[src/rtl/conv_stream_ctrl.sv]
// Sequencing controller for the 3x3 convolution datapath.
// Accepts a raster pixel stream, steps the datapath with conv_en, tracks the
// row/column position of every pixel through a tag pipe that mirrors the
// datapath latency, and hands tagged results downstream with valid/ready.
// At end of frame the datapath is flushed with zero pixels before frame_done.
module conv_stream_ctrl #(
    parameter int WORD_SIZE    = 8,
    parameter int ROW_SIZE     = 540,
    parameter int NUM_ROWS     = 480,
    parameter int KERNEL_DIM   = 3,
    parameter int PIPE_LATENCY = 4
) (
    input  logic                 clk,
    input  logic                 rst_n,
    input  logic                 in_valid,
    output logic                 in_ready,
    input  logic [WORD_SIZE-1:0] in_pixel,
    input  logic                 in_sof,
    output logic                 conv_en,
    output logic [WORD_SIZE-1:0] conv_pixel,
    input  logic [WORD_SIZE-1:0] conv_result,
    output logic                 out_valid,
    input  logic                 out_ready,
    output logic [WORD_SIZE-1:0] out_pixel,
    output logic                 out_eol,
    output logic                 out_eof,
    output logic                 busy,
    output logic                 frame_done,
    output logic                 sof_err
);

    localparam int CW = (ROW_SIZE > 1) ? $clog2(ROW_SIZE) : 1;
    localparam int RW = (NUM_ROWS > 1) ? $clog2(NUM_ROWS) : 1;
    localparam int DW = $clog2(PIPE_LATENCY + 1);

    localparam logic [CW-1:0] COL_LAST   = CW'(ROW_SIZE - 1);
    localparam logic [RW-1:0] ROW_LAST   = RW'(NUM_ROWS - 1);
    localparam logic [CW-1:0] COL_MIN    = CW'(KERNEL_DIM - 1);
    localparam logic [RW-1:0] ROW_MIN    = RW'(KERNEL_DIM - 1);
    localparam logic [DW-1:0] DRAIN_INIT = DW'(PIPE_LATENCY);

    typedef enum logic [1:0] {
        S_IDLE  = 2'd0,
        S_RUN   = 2'd1,
        S_DRAIN = 2'd2,
        S_DONE  = 2'd3
    } state_t;

    state_t state, state_nxt;

    logic [CW-1:0]           col;
    logic [RW-1:0]           row;
    logic [DW-1:0]           drain_cnt;

    // Tag pipe: one entry per datapath stage, index PIPE_LATENCY-1 exits.
    logic [PIPE_LATENCY-1:0] vld_p;
    logic [PIPE_LATENCY-1:0] eol_p;
    logic [PIPE_LATENCY-1:0] eof_p;

    logic slot_free;
    logic take;        // pixel enters the datapath this cycle
    logic step;        // datapath advances this cycle
    logic frame_last;  // current position is the final pixel of the frame
    logic tag_vld;
    logic tag_eol;
    logic tag_eof;
    logic capture;

    assign slot_free  = !out_valid || out_ready;
    assign frame_last = (row == ROW_LAST) && (col == COL_LAST);
    assign tag_vld    = (row >= ROW_MIN) && (col >= COL_MIN);
    assign tag_eol    = tag_vld && (col == COL_LAST);
    assign tag_eof    = tag_eol && (row == ROW_LAST);
    assign capture    = step && vld_p[PIPE_LATENCY-1];

    // Next-state, handshake and datapath-enable decode.
    always_comb begin
        state_nxt  = state;
        in_ready   = 1'b0;
        take       = 1'b0;
        step       = 1'b0;
        busy       = 1'b0;
        frame_done = 1'b0;
        case (state)
            S_IDLE: begin
                // Held low while reset is asserted so nothing is accepted.
                in_ready = rst_n;
                take     = rst_n && in_valid && in_sof;
                step     = take;
                if (take) begin
                    state_nxt = S_RUN;
                end
            end
            S_RUN: begin
                busy     = 1'b1;
                in_ready = slot_free;
                take     = in_valid && slot_free;
                step     = take;
                if (take && frame_last) begin
                    state_nxt = S_DRAIN;
                end
            end
            S_DRAIN: begin
                busy = 1'b1;
                step = (drain_cnt != '0) && slot_free;
                if ((drain_cnt == '0) && !out_valid) begin
                    state_nxt = S_DONE;
                end
            end
            S_DONE: begin
                frame_done = 1'b1;
                state_nxt  = S_IDLE;
            end
            default: begin
                state_nxt = S_IDLE;
            end
        endcase
        conv_en    = step;
        conv_pixel = take ? in_pixel : '0;
    end

    // State register.
    always_ff @(posedge clk or negedge rst_n) begin
        if (!rst_n) begin
            state <= S_IDLE;
        end else begin
            state <= state_nxt;
        end
    end

    // Raster position, drain countdown and sticky mid-frame sof flag.
    always_ff @(posedge clk or negedge rst_n) begin
        if (!rst_n) begin
            col       <= '0;
            row       <= '0;
            drain_cnt <= '0;
            sof_err   <= 1'b0;
        end else begin
            if (take) begin
                if (col == COL_LAST) begin
                    col <= '0;
                    row <= (row == ROW_LAST) ? '0 : row + 1'b1;
                end else begin
                    col <= col + 1'b1;
                end
            end
            if (take && frame_last) begin
                drain_cnt <= DRAIN_INIT;
            end else if ((state == S_DRAIN) && step) begin
                drain_cnt <= drain_cnt - 1'b1;
            end
            if ((state == S_RUN) && take && in_sof) begin
                sof_err <= 1'b1;
            end
        end
    end

    // Tag pipe shifts in lockstep with the datapath; drain steps insert empty tags.
    always_ff @(posedge clk or negedge rst_n) begin
        if (!rst_n) begin
            vld_p <= '0;
            eol_p <= '0;
            eof_p <= '0;
        end else if (step) begin
            vld_p <= (vld_p << 1) | PIPE_LATENCY'(take && tag_vld);
            eol_p <= (eol_p << 1) | PIPE_LATENCY'(take && tag_eol);
            eof_p <= (eof_p << 1) | PIPE_LATENCY'(take && tag_eof);
        end
    end

    // Output register: capture tagged results, release on downstream handshake.
    always_ff @(posedge clk or negedge rst_n) begin
        if (!rst_n) begin
            out_valid <= 1'b0;
            out_pixel <= '0;
            out_eol   <= 1'b0;
            out_eof   <= 1'b0;
        end else if (capture) begin
            out_valid <= 1'b1;
            out_pixel <= conv_result;
            out_eol   <= eol_p[PIPE_LATENCY-1];
            out_eof   <= eof_p[PIPE_LATENCY-1];
        end else if (out_valid && out_ready) begin
            out_valid <= 1'b0;
        end
    end

endmodule

[config.mk]
export PLATFORM = sky130hd
export DESIGN_NAME = conv_stream_ctrl
export DESIGN_NICKNAME = d
export VERILOG_FILES = /design/src/rtl/conv_stream_ctrl.sv
export SDC_FILE = /design/constraint.sdc
export NUM_CORES = 1
export LEC_CHECK = 0
export ABC_AREA = 1
export BUFFER_PORTS_ARGS = -buffer_cell sky130_fd_sc_hd__buf_2
export CAP_MARGIN = 20
export CORE_ASPECT_RATIO = 0.75
export CORE_UTILIZATION = 59
export CTS_BUF_LIST = sky130_fd_sc_hd__clkbuf_4 sky130_fd_sc_hd__clkbuf_8
export DETAILED_ROUTE_END_ITERATION = 8
export GPL_TIMING_DRIVEN = 0
export PLACE_DENSITY_LB_ADDON = 0.25
export SLEW_MARGIN = 20
export SYNTH_ARGS = -nofsm -noshare
export SYNTH_HDL_FRONTEND = slang
export SYNTH_SLANG_ARGS = --single-unit
[constraint.sdc]
create_clock -name clk -period 3.9 [get_ports clk]
set_clock_uncertainty 0.2 [all_clocks]
set_input_delay 0 -clock clk [delete_from_list [all_inputs] [get_ports clk]]
set_output_delay 0 -clock clk [all_outputs]
set_load 0.005 [all_outputs]
==> metrics.md <==
| Metric | Value |
|---|---|
| Critical Path End Type | `primary output` |
| Root Buffer | `clkbuf_8` |
| Kind of critical path | `in -> out` |
| GRT Total Usage | `0.276` |
| Reg2reg start | `state[0]` |
| H-tree lvl count | `2` |
| Final wirelength | `5.82 mm` |
| GPL Wtd Cong | `0.857` |
| RSZ-0062 raised after global routing | `no` |
| DR iter-0 viols | `142` |
| Die H | `59.6 um` |
| FILL cells | `285` |
| Post-synthesis sequential area ratio | `0.461` |
| Yosys warning count | `0` |
| Relative max-transition margin | `0.591` |
| Critical Path RT | `3700 ps` |
| Area grow syn2layout | `21.9%` |
| Pins Over Slew Limit | `0` |
| R2R depth | `8` |
| Die width | `78.8 um` |
| Global-route wire length before repair | `9.80 mm` |
| Largest net degree at the start of global routing | `52` |
| Final nets | `425` |
| Max Cap Viol | `0` |
| Net Count, Synth | `362` |
| CP Data Arrival Time | `2100 ps` |
| Synth top area cells | `dfrtp_1 46%, nand2_1 14%, inv_1 5.6%` |
| CP Launch Point | `rst_n` |
| Vias in the first global route | `2214` |
| Area leader, netlist | `dfrtp_1` |
| I/O Buffers | `44` |
| Synth Flop Type | `dfrtp_1` |
| Max clock buf depth | `2` |
| Top-count cell post-synth | `nand2_1` |
| Area share of the largest cell type after synthesis | `0.461` |
| Antenna-violating nets left | `0` |
| Pleak | `1.72 nW` |
| Initial antenna violation count | `0` |
| Io pins | `45` |
| Post-synth EDFFs | `0` |
| Worst vdd ir | `552 uV` |
| Clock transition at path regs | `90 ps` |
| Die Footprint | `4690 um2` |
| Initial Util | `0.628` |
| Synth cell count leaders | `97 x nand2_1, 48 x dfrtp_1, 39 x inv_1, 28 x o21ai_0, 26 x nand3_1` |
| Final Cell Area | `3180 um2` |
| Drt drc | `0` |
| Via count | `2377` |
| Avg Cell Area, Syn | `7.90 um2` |
| Final HPWL DP | `3.87 mm` |
| Core Box Area | `4150 um2` |
| Post-Synthesis Cell Area | `2610 um2` |
| Worst-Skew Late Latency | `310 ps` |
| Netlist cell types | `32` |
| TritonCTS clock tree | `done` |
| FFs w/ async S/R, synth | `1.00` |
| Endpoints failing setup | `0` |
| Synth Register Bits | `48` |
| Vias/cell | `5.29` |
| Num rows | `20` |
| Pwr Total | `0.00191 W` |
| Layout Utilization | `0.765` |
| Final TNS setup | `0 ps` |
| Ant diodes | `0` |
| # resized after CTS | `0` |
| Remaining Overflow, GRT | `0` |
| CP max FO | `51` |
| DR pass1 iterations | `4` |
| WL/cell | `13.0 um` |
| Gate Count Post-Synth | `330` |
| Actual slew at the worst max-slew pin | `614 ps` |
| Status | `finished, final reports clean` |
| Max Clk Rate | `434 MHz` |
| Fraction of layout cells with a size suffix above 1 | `0.193` |
| Clock Sinks | `48` |
| Final Hold Viols | `0` |
| HP Class | `in -> async` |
| Minimum clock period | `2300 ps` |
| TritonCTS buffer count | `5` |
| CP Launch Type | `input pin` |
| Crit share post-route | `0.591` |
| PD cells | `600 nW/um2` |
| Placed cell areas | `2900 um2` |
registers in the layout, indices dropped and copies added (netlist names):
| signal | cells |
|---|---|
| out_valid | 1 |
| eof_p | 4 |
| out_pixel | 8 |
| row | 9 |
| vld_p | 4 |
| out_eol | 1 |
| sof_err | 1 |
| col | 10 |
| drain_cnt | 3 |
| state | 2 |
| out_eof | 1 |
| eol_p | 4 |
placed cells by master, fill, tap and decap left out, types with 3 or more instances in the layout:
cell type / instances
bufinv_16: 3
nor2_1: 23
o21ai_0: 28
xor2_1: 3
nand4_1: 10
nor3_1: 7
buf_2: 48
dfrtp_1: 48
ha_1: 11
inv_1: 39
clkbuf_8: 5
nand3_1: 26
nor2_4: 3
nand2_2: 4
nand2_1: 97
a21oi_1: 4
dlygate4sd3_1: 12
through the flow:
| step | instances | setup WS, ps | hold slack [ps] |
|---|---|---|---|
| 3_5_place_dp | 429 | 1520 | 6.02 |
| 3_3_place_gp | 429 | 1540 | 1.76 |
| 2_1_floorplan | 330 | 2150 | -496 |
| 5_1_grt | 449 | 1380 | 103 |
| 4_1_cts | 449 | 1160 | 80.0 |
| 6_report | 449 | 1600 | 36.8 |
timing repair:
action                                 4_1_cts  5_1_grt
setup buffers                                0        0
hold buffers                                12        0
setup endpoints to repair                    0        0
endpoints found under the hold margin       60        0
logic make-up after synthesis:
| logic type | after synthesis | synth area share |
|---|---|---|
| AO/OA/AOI/OAI | 39 | 0.0830 |
| buffers and inverters | 50 | 0.0792 |
| flip-flops | 48 | 0.461 |
| XOR/XNOR | 6 | 0.0230 |
| AND/OR/NAND/NOR | 176 | 0.301 |
| adder cells (fa/ha/maj) | 11 | 0.0528 |
layer usage:
layer	up-vias	GRT usage	wire length [um]
li1	1176	-	-
met1	1138	0.357	2650
met2	55	0.458	2820
met3	8	0.0754	281
met4	0	0.0847	68
met5	-	0	0
worst paths after layout:
kind	endpoint	slack [ps]
max	conv_en	1600
min	col[9]	40
max reg2reg	out_pixel[5]	1690
min reg2reg	sof_err	280
max in group asynchronous	out_pixel[7]	3050
min in group clk	conv_pixel[7]	80
worst max-delay path: stages:
cell	delay, ps
dlygate4sd3_1	530
buf_4	500
nand4_1	310
nand3_2	170
nand2_2	150
inv_2	120
buf_4	170
buf_2	120
power by group:
part	total, W	switching, W	internal, W
Clock	0.000495	0.000175	0.000320
Sequential	0.000714	0.0000972	0.000617
Combinational	0.000698	0.000427	0.000271
final cells by class:
cell class | instances | area (um2) | area share
Buffer | 8 | 47.5 | 0.0150
Clock buffer | 5 | 68.8 | 0.0217
Clock inverter | 3 | 90.1 | 0.0283
Inverter | 42 | 159 | 0.0500
Multi-Input combinational cell | 232 | 1200 | 0.378
Sequential cell | 48 | 1200 | 0.378
Tap cell | 55 | 68.8 | 0.0217
Timing Repair Buffer | 56 | 343 | 0.108
(Power assumes the default switching activity.)
